==> config.mk <==
export PLATFORM = sky130hd
export DESIGN_NAME = clock_set_ctrl
export DESIGN_NICKNAME = d
export VERILOG_FILES = /design/src/rtl/clock_set_ctrl_pkg.sv /design/src/rtl/clock_set_ctrl_edge.sv /design/src/rtl/clock_set_ctrl.sv
export SDC_FILE = /design/constraint.sdc
export NUM_CORES = 1
export LEC_CHECK = 0
export ABC_AREA = 1
export CAP_MARGIN = 5
export CELL_PAD_IN_SITES_DETAIL_PLACEMENT = 0
export CELL_PAD_IN_SITES_GLOBAL_PLACEMENT = 1
export CORE_ASPECT_RATIO = 1.1
export CORE_MARGIN = 4
export CORE_UTILIZATION = 37
export DETAILED_ROUTE_END_ITERATION = 8
export HOLD_SLACK_MARGIN = 0.03
export PLACE_DENSITY_LB_ADDON = 0.1
export SKIP_CTS_REPAIR_TIMING = 1
export SYNTH_ARGS = -nofsm -noshare
export SYNTH_HDL_FRONTEND = slang
export SYNTH_HIERARCHICAL = 1
export SYNTH_SLANG_ARGS = --single-unit
==> constraint.sdc <==
create_clock -name clock -period 1.6 [get_ports clock]
set_input_delay 0.4 -clock clock [delete_from_list [all_inputs] [get_ports clock]]
set_output_delay 0.4 -clock clock [all_outputs]
set_load 0.05 [all_outputs]
==> src/rtl/clock_set_ctrl_pkg.sv <==
// Shared encodings and field limits for the time-of-day set controller.
// Mode values double as the FSM state encoding driven onto the mode output.
package clock_set_ctrl_pkg;

    localparam logic [1:0] MODE_RUN      = 2'd0;
    localparam logic [1:0] MODE_SET_HOUR = 2'd1;
    localparam logic [1:0] MODE_SET_MIN  = 2'd2;
    localparam logic [1:0] MODE_SET_SEC  = 2'd3;

    localparam logic [4:0] HOUR_MAX   = 5'd23;
    localparam logic [5:0] MINSEC_MAX = 6'd59;

    typedef enum logic [1:0] {
        StRun     = MODE_RUN,
        StSetHour = MODE_SET_HOUR,
        StSetMin  = MODE_SET_MIN,
        StSetSec  = MODE_SET_SEC
    } state_e;

    // Which non-seconds field needs its load strobe in the cycle after an edit.
    typedef enum logic [1:0] {
        PendNone,
        PendMin,
        PendHour
    } pend_e;

    function automatic logic [5:0] step_field(input logic [5:0] val, input logic [5:0] max,
                                              input logic up);
        if (up) begin
            return (val == max) ? 6'd0 : val + 6'd1;
        end
        return (val == 6'd0) ? max : val - 6'd1;
    endfunction

endpackage

==> src/rtl/clock_set_ctrl_edge.sv <==
// Single-bit rising-edge detector. The previous-value register resets to 1 so a
// level already high when reset releases never produces a pulse.
module edge_pulse (
    input  logic clock,
    input  logic reset,
    input  logic level,
    output logic pulse
);

    logic prev_q;

    always_ff @(posedge clock) begin
        if (reset) begin
            prev_q <= 1'b1;
        end else begin
            prev_q <= level;
        end
    end

    assign pulse = level & ~prev_q;

endmodule

==> src/rtl/clock_set_ctrl.sv <==
// Run/set controller for the hh:mm:ss counter: 1 Hz tick generation in run mode,
// and a three-button editor that keeps the counter frozen via load strobes while setting.
module clock_set_ctrl
    import clock_set_ctrl_pkg::*;
#(
    parameter int unsigned TICK_DIV  = 50_000_000,
    parameter int unsigned BLINK_DIV = 12_500_000
) (
    input  logic       clock,
    input  logic       reset,
    input  logic       btn_mode,
    input  logic       btn_inc,
    input  logic       btn_dec,
    input  logic [5:0] cur_sec,
    input  logic [5:0] cur_min,
    input  logic [4:0] cur_hour,
    output logic       enable,
    output logic       load1,
    output logic       load2,
    output logic       load3,
    output logic [5:0] data1,
    output logic [5:0] data2,
    output logic [5:0] data3,
    output logic [1:0] mode,
    output logic       blink
);

    localparam int unsigned TickW  = (TICK_DIV > 1) ? $clog2(TICK_DIV) : 1;
    localparam int unsigned BlinkW = (BLINK_DIV > 1) ? $clog2(BLINK_DIV) : 1;
    localparam logic [TickW-1:0]  TickLast  = TickW'(TICK_DIV - 1);
    localparam logic [BlinkW-1:0] BlinkLast = BlinkW'(BLINK_DIV - 1);

    state_e              state_q, state_d;
    pend_e               pend_q, pend_d;
    logic [TickW-1:0]    presc_q, presc_d;
    logic [BlinkW-1:0]   blink_cnt_q, blink_cnt_d;
    logic                blink_q, blink_d;
    logic [5:0]          sh_sec_q, sh_sec_d;
    logic [5:0]          sh_min_q, sh_min_d;
    logic [4:0]          sh_hour_q, sh_hour_d;

    logic mode_p, inc_p, dec_p;
    logic do_inc, do_dec;
    logic in_set;

    edge_pulse u_mode_edge (.clock(clock), .reset(reset), .level(btn_mode), .pulse(mode_p));
    edge_pulse u_inc_edge  (.clock(clock), .reset(reset), .level(btn_inc),  .pulse(inc_p));
    edge_pulse u_dec_edge  (.clock(clock), .reset(reset), .level(btn_dec),  .pulse(dec_p));

    // Mode wins over inc/dec; simultaneous inc+dec cancels out.
    assign do_inc = inc_p & ~dec_p & ~mode_p;
    assign do_dec = dec_p & ~inc_p & ~mode_p;
    assign in_set = (state_q != StRun);

    always_comb begin
        state_d     = state_q;
        pend_d      = PendNone;
        presc_d     = '0;
        blink_cnt_d = '0;
        blink_d     = 1'b0;
        sh_sec_d    = sh_sec_q;
        sh_min_d    = sh_min_q;
        sh_hour_d   = sh_hour_q;

        if (state_q == StRun) begin
            presc_d = (presc_q == TickLast) ? '0 : presc_q + TickW'(1);
            if (mode_p) begin
                state_d   = StSetHour;
                sh_sec_d  = cur_sec;
                sh_min_d  = cur_min;
                sh_hour_d = cur_hour;
            end
        end else begin
            if (blink_cnt_q == BlinkLast) begin
                blink_d = ~blink_q;
            end else begin
                blink_cnt_d = blink_cnt_q + BlinkW'(1);
                blink_d     = blink_q;
            end

            if (mode_p) begin
                blink_cnt_d = '0;
                blink_d     = 1'b0;
                unique case (state_q)
                    StSetHour: state_d = StSetMin;
                    StSetMin:  state_d = StSetSec;
                    default:   state_d = StRun;
                endcase
            end else if (do_inc || do_dec) begin
                unique case (state_q)
                    StSetHour: begin
                        sh_hour_d = 5'(step_field({1'b0, sh_hour_q}, {1'b0, HOUR_MAX}, do_inc));
                        pend_d    = PendHour;
                    end
                    StSetMin: begin
                        sh_min_d = step_field(sh_min_q, MINSEC_MAX, do_inc);
                        pend_d   = PendMin;
                    end
                    default: begin
                        sh_sec_d = step_field(sh_sec_q, MINSEC_MAX, do_inc);
                    end
                endcase
            end
        end
    end

    always_ff @(posedge clock) begin
        if (reset) begin
            state_q     <= StRun;
            pend_q      <= PendNone;
            presc_q     <= '0;
            blink_cnt_q <= '0;
            blink_q     <= 1'b0;
            sh_sec_q    <= '0;
            sh_min_q    <= '0;
            sh_hour_q   <= '0;
        end else begin
            state_q     <= state_d;
            pend_q      <= pend_d;
            presc_q     <= presc_d;
            blink_cnt_q <= blink_cnt_d;
            blink_q     <= blink_d;
            sh_sec_q    <= sh_sec_d;
            sh_min_q    <= sh_min_d;
            sh_hour_q   <= sh_hour_d;
        end
    end

    // Exactly one strobe per set cycle; seconds reload is the default that freezes the counter.
    assign enable = ~in_set && (presc_q == TickLast);
    assign load1  = in_set && (pend_q == PendNone);
    assign load2  = in_set && (pend_q == PendMin);
    assign load3  = in_set && (pend_q == PendHour);
    assign data1  = sh_sec_q;
    assign data2  = sh_min_q;
    assign data3  = {1'b0, sh_hour_q};
    assign mode   = state_q;
    assign blink  = blink_q;

endmodule

==> impl_metrics.toml <==
[synth]
synth_enable_flop_cells = 0
yosys.cell_count.top_type = "nand2_1"
async_flop_share = 0
yosys.area.top_type = "dfxtp_1"
syn_nets = 766
ys.flop_type = "dfxtp_1"
synth_cell_type_count = 34
synth_area_leaders = "dfxtp_1 32%, nand2_1 15%, nor2_1 8.5%, inv_1 7.4%, a21oi_1 6.9%"
postSynthAreaPerCell_sq_um = 6.36
yosysWarnings = 6
postSynthCellCount = 730
synth_area_sq_um = 4640
synth_top_area_frac = 0.323
synth-seq-cells = 75
synth_common_cells = "180 x nand2_1, 105 x nor2_1, 92 x inv_1"
ys_seq_area_frac = 0.323

[detailed_routing]
drt_wl_total_microns = 13600
wl_per_cell_microns = 13.4
drc_errors = 0
vias = 5010
via_per_inst = 4.94
first_iter_violations = 336
ant_nets = 0
firstDrtPassIters = 4

[finish]
drive_gt1_frac = 0.236
syn_to_final_growth_pct = 45.7
fill_cells = 1238
antenna_cells = 0
final_nets = 891

[power_and_ir_drop]
ir_drop_uv = 529
power_leakage_nw = 2.65
p_per_area_nw_per_um2 = 728
finalPower_mw = 4.93

[timing]
setup_viol = 30
rsz0062_at_grt = "yes"
fin_crit_sh = 1.21
slew_viol_final = 0
setup_ws_ns = -0.343
hold_violations = 0
finClkSkew_ns = 0.00419
fin_crit_ns = 1.94
max_freq_mhz = 515
hold_slack_ns = 0.300

[clock_network]
path_clk_slew_ns = 0.06
cts_inserted_buffers = 9
root_buffer = "clkbuf_16"
clock_sinks = 75
cts_tree = "yes"
cts_buffer_depth = 2
clk_latency_ns = 0.34
htreeDepth = 3

[global_routing]
grt_pass1_vias = 4683
antenna_found_initial = 0
grt_max_degree = 27
grt_pass1_wl_microns = 21700
gr-total-overflow = 0
track_usage = 0.181

[worst_hold_path]
holdPathStages = 3
hold_path_class = "in -> reg"

[place]
globalplace.congestion = 0.887
io_buffers = 45
dp_hpwl_microns = 10100

[floorplan]
initial_core_util = 0.382
die_w_microns = 115
die_area_sq_um = 14400
io_pins = 47
fp-row-count = 42
coreArea_sq_um = 12100
die_h_microns = 125

[worst_setup_path]
reg2reg_slack_ns = -0.14
arrival_ns = 1.54
worstRegToRegCells = 11
cp_num_buf_inv = 2
crit_path_start_kind = "register"
end_kind = "output pin"
critPathKind = "reg -> out"
critPathMaxFanout = 2
cp_cell_sequence = "nand2_2, inv_2, nand3_4, nor4_4, nand3_2, nor2_4, buf_12"
crit_path_top_delay_cell = "dfxtp_2"
crit_required_ns = 1.20
crit_cells = 7
slowest_delay_ns = 0.33
worst_path_dominant_cell_family = "simple AND/OR/NAND/NOR gates"

[run]
drv_cap = 0

[status]
violations = "setup timing"
status = "complete, but fails checks"
[area by class of cell]
type / count / area, sq um / area share
Clock inverter: 4 / 50.0 / 0.00740
Sequential cell: 75 / 1530 / 0.226
Timing Repair Buffer: 132 / 1460 / 0.215
Tap cell: 154 / 193 / 0.0285
Inverter: 92 / 354 / 0.0524
Multi-Input combinational cell: 545 / 2940 / 0.434
Clock buffer: 12 / 246 / 0.0365
[per-stage QoR]
stage	TNS [ns]	setup WS [ns]	instances	instance area [sq um]	utilization
3_5_place_dp	-16.33	-0.476	986	6130	0.505
4_1_cts	-2.39	-0.486	1002	6430	0.530
5_1_grt	-6.47	-0.423	1014	6760	0.557
2_1_floorplan	-0.616	-0.186	730	4780	-
3_3_place_gp	-16.04	-0.441	986	6130	0.505
6_report	-4.04	-0.343	1014	6760	0.557
[cell usage in the layout, fill, tap and decap left out, drive strengths merged]
master / synthesis / final
nand3: 51 / 51
clkinv: 0 / 1
o31ai: 2 / 2
dfxtp: 75 / 75
clkbuf: 6 / 15
nand2: 183 / 183
buf: 12 / 108
or2: 7 / 7
dlymetal6s2s: 0 / 3
xnor2: 5 / 5
nor4: 4 / 4
conb: 1 / 1
nor3: 24 / 24
o21ai: 31 / 31
nor2: 109 / 109
nand4: 18 / 18
clkdlybuf4s50: 0 / 18
clkinvlp: 0 / 3
inv: 92 / 91
xor2: 18 / 18
nand3b: 5 / 5
o21bai: 1 / 1
o21a: 1 / 1
a21oi: 68 / 68
nor3b: 2 / 2
o211ai: 1 / 1
bufinv: 0 / 1
ha: 14 / 14
[sequential cells by signal (all words and copies together) (netlist names)]
register	count
sh_hour_q	5
u_inc_edge/prev_q	1
u_mode_edge/prev_q	1
data1	6
blink_cnt_q	24
pend_q	2
u_dec_edge/prev_q	1
mode	2
data2	6
presc_q	26
blink	1
[worst register-to-register path: cells and delay by family (launching register included)]
kind                   cells  cell delay (ns)
and+or+nand+nor            5             0.60
AOI/OAI and AO/OA          1             0.04
DFF                        1             0.33
buffers and inverters      5             0.66
[report_power, final]
part	internal [mW]	switching, mW	leakage [nW]	total, mW
sequential	1.91	0.0676	0.616	1.98
clock	1.25	0.788	0.139	2.04
combinational	0.419	0.491	1.89	0.910
[per-layer routing]
| metal | GRT usage | share of wire | up-vias |
|---|---|---|---|
| met3 | 0.0280 | 0.045 | 17 |
| met2 | 0.298 | 0.49 | 101 |
| li1 | - | - | 2602 |
| met4 | 0.0594 | 0.013 | 0 |
| met1 | 0.242 | 0.46 | 2290 |
| met5 | 0 | 0 | - |
[worst paths after layout]
kind / start / endpoint
min: btn_dec / u_dec_edge/prev_q
max: presc_q[21] / enable
max reg2reg: presc_q[21] / presc_q[18]
min reg2reg: presc_q[5] / presc_q[5]
[kinds of logic (layout without fill, tap and decap cells)]
family	count (synthesis)	count (layout)	synth area share
adders and majority gates	14	14	0.0377
xor gates and xnor gates	23	23	0.0434
AOI/OAI and AO/OA	104	104	0.118
buffers and inverters	110	240	0.0962
DFF	75	75	0.323
other	1	1	0.000808
and+or+nand+nor	403	403	0.380
No activity file was read; power rests on OpenSTA's default activity.
